--- src/rtl/ann_pkg.sv ---
// Shared types and defaults for the neural-network layer datapath.
// Used by the layer sequencer, its argmax helper and the node models.
package ann_pkg;

    localparam int DEF_IMAGE_SIZE = 64;
    localparam int DEF_NUM_NODES  = 10;

    typedef logic [15:0] fixed16_t;

    typedef enum logic [2:0] {
        IDLE,
        CLEAR,
        ACCUM,
        SETTLE,
        ARGMAX,
        DONE
    } seq_state_t;

endpackage

--- src/rtl/serial_argmax.sv ---
// Serial argmax: load seeds best with element 0, then each scan cycle
// compares one element (j = 1..N-1), signed, ties keep the lower index.
// Ports: load/first seed the scan, scan steps it, vals is the array being
// scanned (held stable by the caller), idx is the running winner and
// last is high while the final element is being compared.
module serial_argmax
    import ann_pkg::*;
#(
    parameter int N     = DEF_NUM_NODES,
    parameter int IDX_W = 4
) (
    input  logic                 clk,
    input  logic                 n_rst,
    input  logic                 load,
    input  fixed16_t             first,
    input  logic                 scan,
    input  fixed16_t [N-1:0]     vals,
    output logic     [IDX_W-1:0] idx,
    output logic                 last
);

    fixed16_t         best_q, best_d;
    logic [IDX_W-1:0] idx_q, idx_d;
    logic [IDX_W-1:0] j_q, j_d;

    always_comb begin
        best_d = best_q;
        idx_d  = idx_q;
        j_d    = j_q;
        if (load) begin
            best_d = first;
            idx_d  = '0;
            j_d    = IDX_W'(1);
        end else if (scan) begin
            // strict greater-than keeps the lower index on ties
            if ($signed(vals[j_q]) > $signed(best_q)) begin
                best_d = vals[j_q];
                idx_d  = j_q;
            end
            j_d = j_q + IDX_W'(1);
        end
    end

    always_ff @(posedge clk or negedge n_rst) begin
        if (!n_rst) begin
            best_q <= '0;
            idx_q  <= '0;
            j_q    <= IDX_W'(1);
        end else begin
            best_q <= best_d;
            idx_q  <= idx_d;
            j_q    <= j_d;
        end
    end

    assign idx  = idx_q;
    assign last = (j_q == IDX_W'(N - 1));

endmodule

--- src/rtl/layer_sequencer.sv ---
// Control sequencer for one layer of nodes sharing cnt_val/start/reset_acc:
// clear, sweep inputs, hold, capture node outputs, serial argmax, present.
// Ports: go_valid/go_ready request an inference, cnt_val/start/reset_acc
// drive the node bus, node_out is sampled into result, class_idx is the
// argmax of result, out_valid/out_ready hand the result off, busy != IDLE.
module layer_sequencer
    import ann_pkg::*;
#(
    parameter int IMAGE_SIZE = DEF_IMAGE_SIZE,
    parameter int NUM_NODES  = DEF_NUM_NODES,
    parameter int CNT_W      = 7,
    parameter int IDX_W      = 4
) (
    input  logic                         clk,
    input  logic                         n_rst,
    input  logic                         go_valid,
    output logic                         go_ready,
    output logic     [CNT_W-1:0]         cnt_val,
    output logic                         start,
    output logic                         reset_acc,
    input  fixed16_t [NUM_NODES-1:0]     node_out,
    output fixed16_t [NUM_NODES-1:0]     result,
    output logic     [IDX_W-1:0]         class_idx,
    output logic                         out_valid,
    input  logic                         out_ready,
    output logic                         busy
);

    seq_state_t               state_q, state_d;
    logic     [CNT_W-1:0]     cnt_q, cnt_d;
    logic                     start_q, start_d;
    logic                     reset_acc_q, reset_acc_d;
    fixed16_t [NUM_NODES-1:0] result_q, result_d;
    logic                     out_valid_q, out_valid_d;

    logic am_load;
    logic am_scan;
    logic am_last;

    // outputs are registered, so each state computes the values
    // the bus must carry during the following state
    always_comb begin
        state_d     = state_q;
        cnt_d       = cnt_q;
        start_d     = start_q;
        reset_acc_d = 1'b0;
        result_d    = result_q;
        out_valid_d = out_valid_q;
        am_load     = 1'b0;
        am_scan     = 1'b0;
        unique case (state_q)
            IDLE: begin
                if (go_valid) begin
                    state_d     = CLEAR;
                    reset_acc_d = 1'b1;
                    start_d     = 1'b1;
                    cnt_d       = '0;
                end
            end
            CLEAR: begin
                state_d = ACCUM;
                start_d = 1'b0;
                cnt_d   = '0;
            end
            ACCUM: begin
                if (cnt_q == CNT_W'(IMAGE_SIZE - 1)) begin
                    state_d = SETTLE;
                    start_d = 1'b1;
                    cnt_d   = '0;
                end else begin
                    cnt_d = cnt_q + CNT_W'(1);
                end
            end
            SETTLE: begin
                // accumulators are frozen; sample them and seed the scan
                result_d = node_out;
                am_load  = 1'b1;
                state_d  = ARGMAX;
            end
            ARGMAX: begin
                am_scan = 1'b1;
                if (am_last) begin
                    state_d     = DONE;
                    out_valid_d = 1'b1;
                end
            end
            DONE: begin
                if (out_ready) begin
                    state_d     = IDLE;
                    out_valid_d = 1'b0;
                end
            end
            default: begin
                state_d = IDLE;
                start_d = 1'b1;
            end
        endcase
    end

    always_ff @(posedge clk or negedge n_rst) begin
        if (!n_rst) begin
            state_q     <= IDLE;
            cnt_q       <= '0;
            start_q     <= 1'b1;
            reset_acc_q <= 1'b0;
            result_q    <= '0;
            out_valid_q <= 1'b0;
        end else begin
            state_q     <= state_d;
            cnt_q       <= cnt_d;
            start_q     <= start_d;
            reset_acc_q <= reset_acc_d;
            result_q    <= result_d;
            out_valid_q <= out_valid_d;
        end
    end

    // argmax scans the captured result; node_out[0] seeds it because
    // result is being loaded on the same edge
    serial_argmax #(
        .N     (NUM_NODES),
        .IDX_W (IDX_W)
    ) u_argmax (
        .clk   (clk),
        .n_rst (n_rst),
        .load  (am_load),
        .first (node_out[0]),
        .scan  (am_scan),
        .vals  (result_q),
        .idx   (class_idx),
        .last  (am_last)
    );

    assign go_ready  = (state_q == IDLE);
    assign busy      = (state_q != IDLE);
    assign cnt_val   = cnt_q;
    assign start     = start_q;
    assign reset_acc = reset_acc_q;
    assign result    = result_q;
    assign out_valid = out_valid_q;

endmodule
--- config.mk ---
export PLATFORM = sky130hd
export DESIGN_NAME = layer_sequencer
export DESIGN_NICKNAME = d
export VERILOG_FILES = /design/src/rtl/ann_pkg.sv /design/src/rtl/serial_argmax.sv /design/src/rtl/layer_sequencer.sv
export SDC_FILE = /design/constraint.sdc
export NUM_CORES = 1
export LEC_CHECK = 0
export BUFFER_PORTS_ARGS = -buffer_cell sky130_fd_sc_hd__buf_4
export CORE_ASPECT_RATIO = 1.1
export CORE_MARGIN = 3
export CORE_UTILIZATION = 56
export CTS_BUF_LIST = sky130_fd_sc_hd__clkbuf_4
export DETAILED_ROUTE_END_ITERATION = 7
export PLACE_DENSITY_LB_ADDON = 0.25
export SLEW_MARGIN = 25
export SYNTH_ARGS = -nofsm -noshare
export SYNTH_HDL_FRONTEND = slang
export SYNTH_SLANG_ARGS = --single-unit
--- constraint.sdc ---
create_clock -name clk -period 7.6 [get_ports clk]
set_input_delay 1.52 -clock clk [delete_from_list [all_inputs] [get_ports clk]]
set_output_delay 1.52 -clock clk [all_outputs]
set_load 0.05 [all_outputs]
After elaboration in Yosys (flattened, before gate mapping)

Cells that the tools add are included.

Register bits after elaboration: 197
Input bits: 164
Output and inout bits: 176
Word-level logic and storage cells: 74

$add $sub $neg: 2
Magnitude comparators: 2
Equality and inequality tests: 11
Mux-type cells: 28
Bitwise logic cells: 1
Reductions and logical operators: 12

Operators by type and width:

| operator                                            | count |
|---|---|
| binary-select mux 16 bit (select 4 bit)             | 1 |
| two-way mux 16 bit                                  | 4 |
| case mux 7 bit (3 select lines)                     | 1 |
| two-way mux 4 bit                                   | 5 |
| case mux 3 bit (6 select lines)                     | 1 |
| greater-than comparator 16 bit                      | 1 |
| two-way mux 7 bit                                   | 2 |
| two-way mux 3 bit                                   | 4 |
| two-way mux 1 bit                                   | 8 |
| inequality test 2 bit (second input constant)       | 4 |
| adder 7 x 1 -> 7 bit (second input constant)        | 1 |
| == test 7 x 6 -> 1 bit (second input constant)      | 1 |
| == test 3 x 2 -> 1 bit (second input constant)      | 2 |
| == test 3 bit (second input constant)               | 2 |
| AND reduction 3 bit                                 | 2 |
| nonzero test 2 bit                                  | 3 |
| nonzero test 3 bit                                  | 2 |
| < comparator 4 x 5 -> 1 bit (second input constant) | 1 |
| adder 4 x 1 -> 4 bit (second input constant)        | 1 |
| == test 4 bit (second input constant)               | 1 |
| case mux 1 bit (4 select lines)                     | 1 |
| AND reduction 2 bit                                 | 2 |
| AND reduction 4 bit                                 | 1 |
| == test 3 x 1 -> 1 bit (second input constant)      | 1 |
| other kinds (4)                                     | 4 |

Logic depth before layout (Yosys ltp)

Gate-level depths: netlist of run 1.

Depth after elaboration: 6
Gate-level depth with buffers: 17
Gate-level depth less buffers: 13

Hierarchy

A second synthesis of run 1 with hierarchy kept.

Cells, all modules: 1015
Area, all modules: 9569.2 um^2

By module, submodules not included:

| module          | times used | cells each | area each (um^2) | seq. area each (um^2) |
|---|---|---|---|---|
| layer_sequencer | 1          | 749        | 6663.9           | 4330.4 |
| serial_argmax   | 1          | 266        | 2905.3           | 601.8 |

Worst setup path before layout of run 1

No wires, ideal clock.

Path kind: reg2reg
Start point: reg u_argmax.j_q[0]
End point: reg u_argmax.best_q[0]
Library setup time: 0.126 ns
Arrival: 3.306 ns
Data required time: 7.474 ns
Slack: 4.168 ns
Cell stages (with the launch flop): 14
Path buffers: 3
Clock period less this slack: 3.432 ns
Cell sequence: dfstp_2 -> buf_2 -> buf_4 -> mux4_2 -> nand3b_1 -> o21ai_0 -> ha_1 -> nand4_4 -> nor4_4 -> a21bo_1 -> a31oi_4 -> and2_4 -> buf_6 -> a221o_1

Word-level cells in the longest chain between the ends: 5
Elaborated cells on any way between the ends: 8
Those cells by class: order compare: 1; mux: 5; reduce/logical: 2

RTL lines:

| item                                                                       | line                                     | RTL |
|---|---|---|
| start: declaration                                                         | serial_argmax.sv:24                      | `logic [IDX_W-1:0] j_q, j_d;` |
| start signal: assignment                                                   | serial_argmax.sv:52                      | `j_q <= j_d;` |
| binary-select mux 16 bit (select 4 bit) *                                  | serial_argmax.sv:36, serial_argmax.sv:37 |  |
| two-way mux 16 bit (not written as such) *                                 | serial_argmax.sv:36, serial_argmax.sv:37 |  |
| greater-than comparator 16 bit or two-way mux 16 bit (tied branches)       | serial_argmax.sv:36                      | `if ($signed(vals[j_q]) > $signed(best_q)) begin` |
| nonzero test 2 bit (no source line) or two-way mux 16 bit (tied branches)  | --                                       |  |
| AND reduction 2 bit (no source line) or two-way mux 16 bit (tied branches) | --                                       |  |
| end signal: assignment                                                     | serial_argmax.sv:50                      | `best_q <= best_d;` |
| end: declaration                                                           | serial_argmax.sv:22                      | `fixed16_t best_q, best_d;` |

Mark *: on every way between the ends. The rest lies on a longest branch, timed or not. The select of a mux whose other input is x is not followed.
A chain may end at the register's enable or synchronous reset.

Worst setup path after layout of run 1

Start point: reg u_argmax.j_q[1]
End point: reg u_argmax.best_q[14]

The elaborated chain is that of the path after synthesis.

==> metrics.csv, run 1 <==
metric,value,unit
synth_top_family_by_area,simple AND/OR/NAND/NOR gates,
post-cts-setup-buffers,0,
ant_nets,0,
yosys_warnings,0,
synth_edf_count,0,
initial_core_util,57.4,%
drt-total-wl,28.2,mm
rows,49,
synthXorXnorAreaFrac,0.557,%
dr_total_vias,8368,
via_per_inst,5.51,
fin_nets,1482,
die_h,142,µm
synth_seq_cells,197,
syn_inst,997,
core-area,16400,µm²
clkLatencyLatePin,0.58,ns
path_clk_slew,0.15,ns
cts_tree,yes,
synthMuxAreaShare,9.45,%
period_minus_slack,4.11,ns
hold_buffers,0,
die_area,18400,µm²
routabilityCongestion,0.888,
status,"complete, no violations",
cp_max_fo,22,
grtUsageMet3,5.59,%
drc,0,
port_buffers,339,
synth_fa_ha_area_share,2.52,%
crit_path_end_kind,register,
async_flop_share,100,%
hpwl,20.8,mm
grt_max_degree,118,
grt_setup_unrepaired,false,
cts_buffers,17,
syn2layout_area_growth,30.4,%
synth_compound_gate_area_share,7.38,%
die_x,130,µm
ys.flop_type,dfrtp_1,
cts_resized,0,
grt_pass1_wl,43.0,mm
grt.total_usage,30.1,%
htreeDepth,4,
fin_tns_setup,0,ns
clock-skew-final,0.0190,ns
use_met1,37.4,%
report.final.hold_viol_count,0,
clk_path_buf_depth,2,
cap_violations,0,
gr-total-overflow,0,
nFillCells,1216,
synth_cell_types,49,
cts.sinks,197,
start_kind,register,
maxSlewHeadroom,35.2,%
gr-usage-met2,52.2,%
antenna_found_initial,1,
slew_violations,0,
grt_pass1_vias,8218,
drt-initial-drc-count,697,
wl_per_cell,18.6,µm
detail_route.first_pass.iterations,7,
synth.cell_area,9430,µm²
pin_count,340,
grt_busiest_layer,met2,
clock-root-buffer,clkbuf_4,
period_share,54.0,%
layout-drive-gt1-share,32.0,%
yosys.area_share.simple,24.0,%
fmax,243,MHz
worstSetupPathType,register to register,
hold_class,register to register,
postSynthAreaPerCell,9.46,µm²
arrival,4.62,ns
setup_viol_count_final,0,
seq_area_frac_synth,52.3,%
worst_pin_slew,0.972,ns
syn_nets,1180,
crit_required,8.11,ns
## area by class of cell
class,count,area (µm²),share of cell area [%]
Clock inverter,12,128,1.04
Tap cell,204,255,2.08
Multi-Input combinational cell,720,4150,33.8
Sequential cell,197,4940,40.2
Timing Repair Buffer,344,2590,21.1
Antenna cell,2,5.00,0.0407
Clock buffer,20,150,1.22
Inverter,19,71.3,0.580
## stage by stage
stage	setup slack (ns)	util (%)	cell area, µm²	cells	hold slack [ns]
finish	3.49	74.8	12300	1518	0.521
global route	3.24	74.8	12300	1518	0.543
CTS	3.51	74.7	12300	1516	0.524
detailed placement	3.53	73.0	12000	1484	0.490
global placement	3.68	73.0	12000	1484	0.481
floorplan	4.17	-	9430	997	0.479
## per-layer routing
| metal | part of all wire [%] | up-vias |
|---|---|---|
| li1 | - | 3881 |
| met1 | 37 | 4047 |
| met2 | 52 | 377 |
| met3 | 7.7 | 63 |
| met4 | 3.3 | 0 |
| met5 | 0 | - |
## worst max-delay path: stages, from the launching register on
cell	delay, ns
dfrtp_1	0.93
clkinv_1	0.76
a21oi_1	0.37
o21ai_0	0.15
ha_1	0.38
nand4_4	0.14
nor3_1	0.33
o21bai_1	0.26
a21oi_4	0.48
a221o_1	0.23
## cells in the final DEF (no fill, tap or decap), types with 10 or more instances in the layout
| master | count |
|---|---|
| nand2_1 | 452 |
| nand3_1 | 10 |
| clkbuf_4 | 20 |
| mux2i_1 | 17 |
| nor2_1 | 31 |
| nand3b_1 | 15 |
| a21oi_1 | 27 |
| buf_4 | 342 |
| inv_1 | 18 |
| a221o_1 | 16 |
| ha_1 | 19 |
| o21ai_0 | 18 |
| dfrtp_1 | 194 |
| and2_1 | 18 |
| a21o_1 | 19 |
| mux4_2 | 32 |
## cell families after synthesis
logic type,after synthesis
simple gates,548
buf+inv,80
xor+xnor,6
mux,49
fa+ha+maj,19
compound gates,98
flops,197
## cell usage after synthesis, types with 2 or more instances
library cell / instances / area [µm²]
a21o_1: 19 / 143
a21oi_1: 27 / 135
a221o_1: 16 / 160
a22o_1: 2 / 17.5
and2_1: 18 / 113
buf_1: 4 / 15.0
buf_2: 5 / 25.0
buf_4: 3 / 22.5
buf_6: 5 / 56.3
clkbuf_1: 44 / 165
dfrtp_1: 195 / 4880
dfstp_2: 2 / 52.6
ha_1: 19 / 238
inv_1: 18 / 67.6
mux2i_1: 17 / 170
mux4_2: 32 / 721
nand2_1: 452 / 1700
nand2b_1: 4 / 25.0
nand3_1: 10 / 50.1
nand3b_1: 15 / 113
nand4_1: 3 / 18.8
nor2_1: 32 / 120
nor2b_1: 2 / 12.5
nor3_1: 3 / 15.0
o21ai_0: 18 / 90.1
o21ai_1: 3 / 15.0
o21bai_1: 2 / 15.0
o31ai_1: 2 / 15.0
xnor2_1: 2 / 17.5
xor2_1: 4 / 35.0
## state kept, by name, indices dropped and copies added, names as in the netlist
| signal | cells |
|---|---|
| result | 160 |
| u_argmax.best_q | 16 |
| cnt_val | 7 |
| u_argmax.idx | 4 |
| u_argmax.j_q | 4 |
| state_q | 3 |
| out_valid | 1 |
| reset_acc | 1 |
| start | 1 |
## worst paths after layout
path / from / to / slack [ns] / cells after the start
max: u_argmax.j_q[1] / u_argmax.best_q[14] / 3.49 / 9
min: result[1] / result[1] / 0.52 / 1
max reg2reg: u_argmax.j_q[1] / u_argmax.best_q[14] / 3.49 / 9
min reg2reg: result[1] / result[1] / 0.52 / 1
max in group asynchronous: n_rst / result[3] / 5.22 / 2
min in group asynchronous: n_rst / cnt_val[5] / 1.00 / 1
Power of run 1 is not shown: default switching activity piles up to over one toggle a cycle in this logic, so the estimate is an artifact.
==> run 2, diff against run 1 <==
CORE_UTILIZATION = 47   (was 56)
clock period = 3.6 ns   (was 7.6 ns; I/O delays follow)
==> run 2 against run 1 <==
Register-to-register slack got worse by 3.5 ns. Via count increased by 0.18%. Critical path type unchanged. Final cell count increased by 4.6%. Clock skew increased by 0.0057 ns. Sequential share of layout area decreased by 1.2 points. Critical endpoint is now u_argmax.best_q[6]. Hold slack got worse by 0.34 ns. Sequential cell count unchanged. First-iteration DRC count decreased by 31%. Die area increased by 18%. Critical path depth increased by 2. Non-clock buffer count increased by 27.
==> metrics.csv, run 2 (synthesis gave the netlist of run 1 again) <==
metric,value,unit
status,"complete, no violations",
mostFrequentLayoutCells,"nand2_1, buf_4, dfrtp_1",
slew_violations,0,
setup_viol_count_final,0,
cts_buffers,17,
period_minus_slack,3.57,ns
grt_max_degree,104,
period_share,99.2,%
fin_tns_setup,0,ns
wl_per_cell,18.8,µm
cts.sinks,197,
hpwl,22.1,mm
fin_nets,1510,
syn2layout_area_growth,34.2,%
rows,53,
worstSetupPathType,register to register,
maxSlewHeadroom,34.6,%
port_buffers,339,
cp_max_fo,10,
hold_class,input pin to asynchronous set/reset pin,
routabilityCongestion,0.903,
grt_setup_unrepaired,true,
report.final.hold_viol_count,0,
drt-total-wl,29.9,mm
start_kind,register,
pin_count,340,
detail_route.first_pass.iterations,5,
grt_pass1_wl,46.1,mm
crit_path_end_kind,register,
initial_core_util,48.5,%
path_clk_slew,0.17,ns
hold_buffers,0,
worst_pin_slew,0.982,ns
core-area,19400,µm²
clock-root-buffer,clkbuf_4,
cts_tree,yes,
die_h,155,µm
largest_reg_flops,160,
die_area,21800,µm²
drt-initial-drc-count,479,
clock-skew-final,0.0247,ns
via_per_inst,5.28,
clk_path_buf_depth,2,
gr-total-overflow,0,
fmax,280,MHz
arrival,4.05,ns
antenna_found_initial,1,
crit_required,4.07,ns
grt.total_usage,27.1,%
grt_pass1_vias,8275,
cap_violations,0,
clkLatencyLatePin,0.60,ns
layout-drive-gt1-share,33.8,%
layout_commonest_cell,nand2_1,
dr_total_vias,8383,
ant_nets,0,
htreeDepth,4,
die_x,141,µm
reg2reg_depth,11,
drc,0,
[run 2: cell count changes in the layout (fill, tap and decap cells not counted), moves of 2 or more]
| cell | change |
|---|---|
| bufinv_16 | -2 |
| buf_12 | +7 |
| o21ai_0 | -5 |
| buf_4 | +18 |
| clkbuf_16 | +2 |
| o21ai_1 | +5 |
| a21oi_2 | +6 |
| a21oi_1 | -6 |
[run 2: cell type report]
| cell class | instances | area (µm²) |
|---|---|---|
| diodes | 1 | 2.50 |
| clock buffers | 20 | 150 |
| clock inverters | 12 | 81.3 |
| fillers | 1620 | 6780 |
| inverters | 19 | 71.3 |
| multi-input cells | 721 | 4180 |
| flip-flops and latches | 197 | 4940 |
| well taps | 247 | 309 |
| repair buffers | 371 | 2920 |
[run 2: per-stage QoR]
step / area, µm² / std cells / setup WS [ns] / hold slack [ns] / util (%)
floorplan: 9430 / 997 / 0.168 / 0.424 / -
global placement: 12200 / 1543 / 0.186 / 0.481 / 63.0
detailed placement: 12200 / 1543 / 0.0362 / 0.484 / 63.0
CTS: 12500 / 1575 / 0.0123 / 0.196 / 64.2
global route: 12600 / 1588 / -0.113 / 0.196 / 65.1
finish: 12600 / 1588 / 0.0271 / 0.176 / 65.1
[run 2: timing repair]
item,4_1_cts,5_1_grt
cloned,0,3
pin swaps,1,9
setup endpoints to repair,1,20
gates resized for setup,0,13
buffers inserted,0,9
[run 2: worst max-delay path, stage by stage, from the launching register on]
cell and delay (ns):
dfstp_4 0.69, buf_12 0.15, mux4_2 0.50, a21oi_1 0.23, o21ai_0 0.16, ha_1 0.33
a21oi_1 0.17, o21ai_0 0.15, a211oi_2 0.32, a31oi_4 0.17, and2_4 0.24, a221o_1 0.36
[run 2: path summary, 6_finish.rpt]
check                                      to            start  slack (ns)
max                        u_argmax.best_q[6]  u_argmax.j_q[0]        0.03
min                                cnt_val[3]            n_rst        0.18
max reg2reg                u_argmax.best_q[6]  u_argmax.j_q[0]        0.03
min reg2reg                         result[5]        result[5]        0.52
max in group asynchronous           result[5]            n_rst        2.50
min in group clk                   result[78]     node_out[78]        0.30
[run 2: routing by layer]
| layer | track usage (%) | routed length (µm) |
|---|---|---|
| met1 | 33.7 | 11700 |
| met2 | 46.4 | 15300 |
| met3 | 6.25 | 2010 |
| met4 | 10.1 | 913 |
| met5 | 0 | 0 |
Power of run 2 is left out for the same reason.
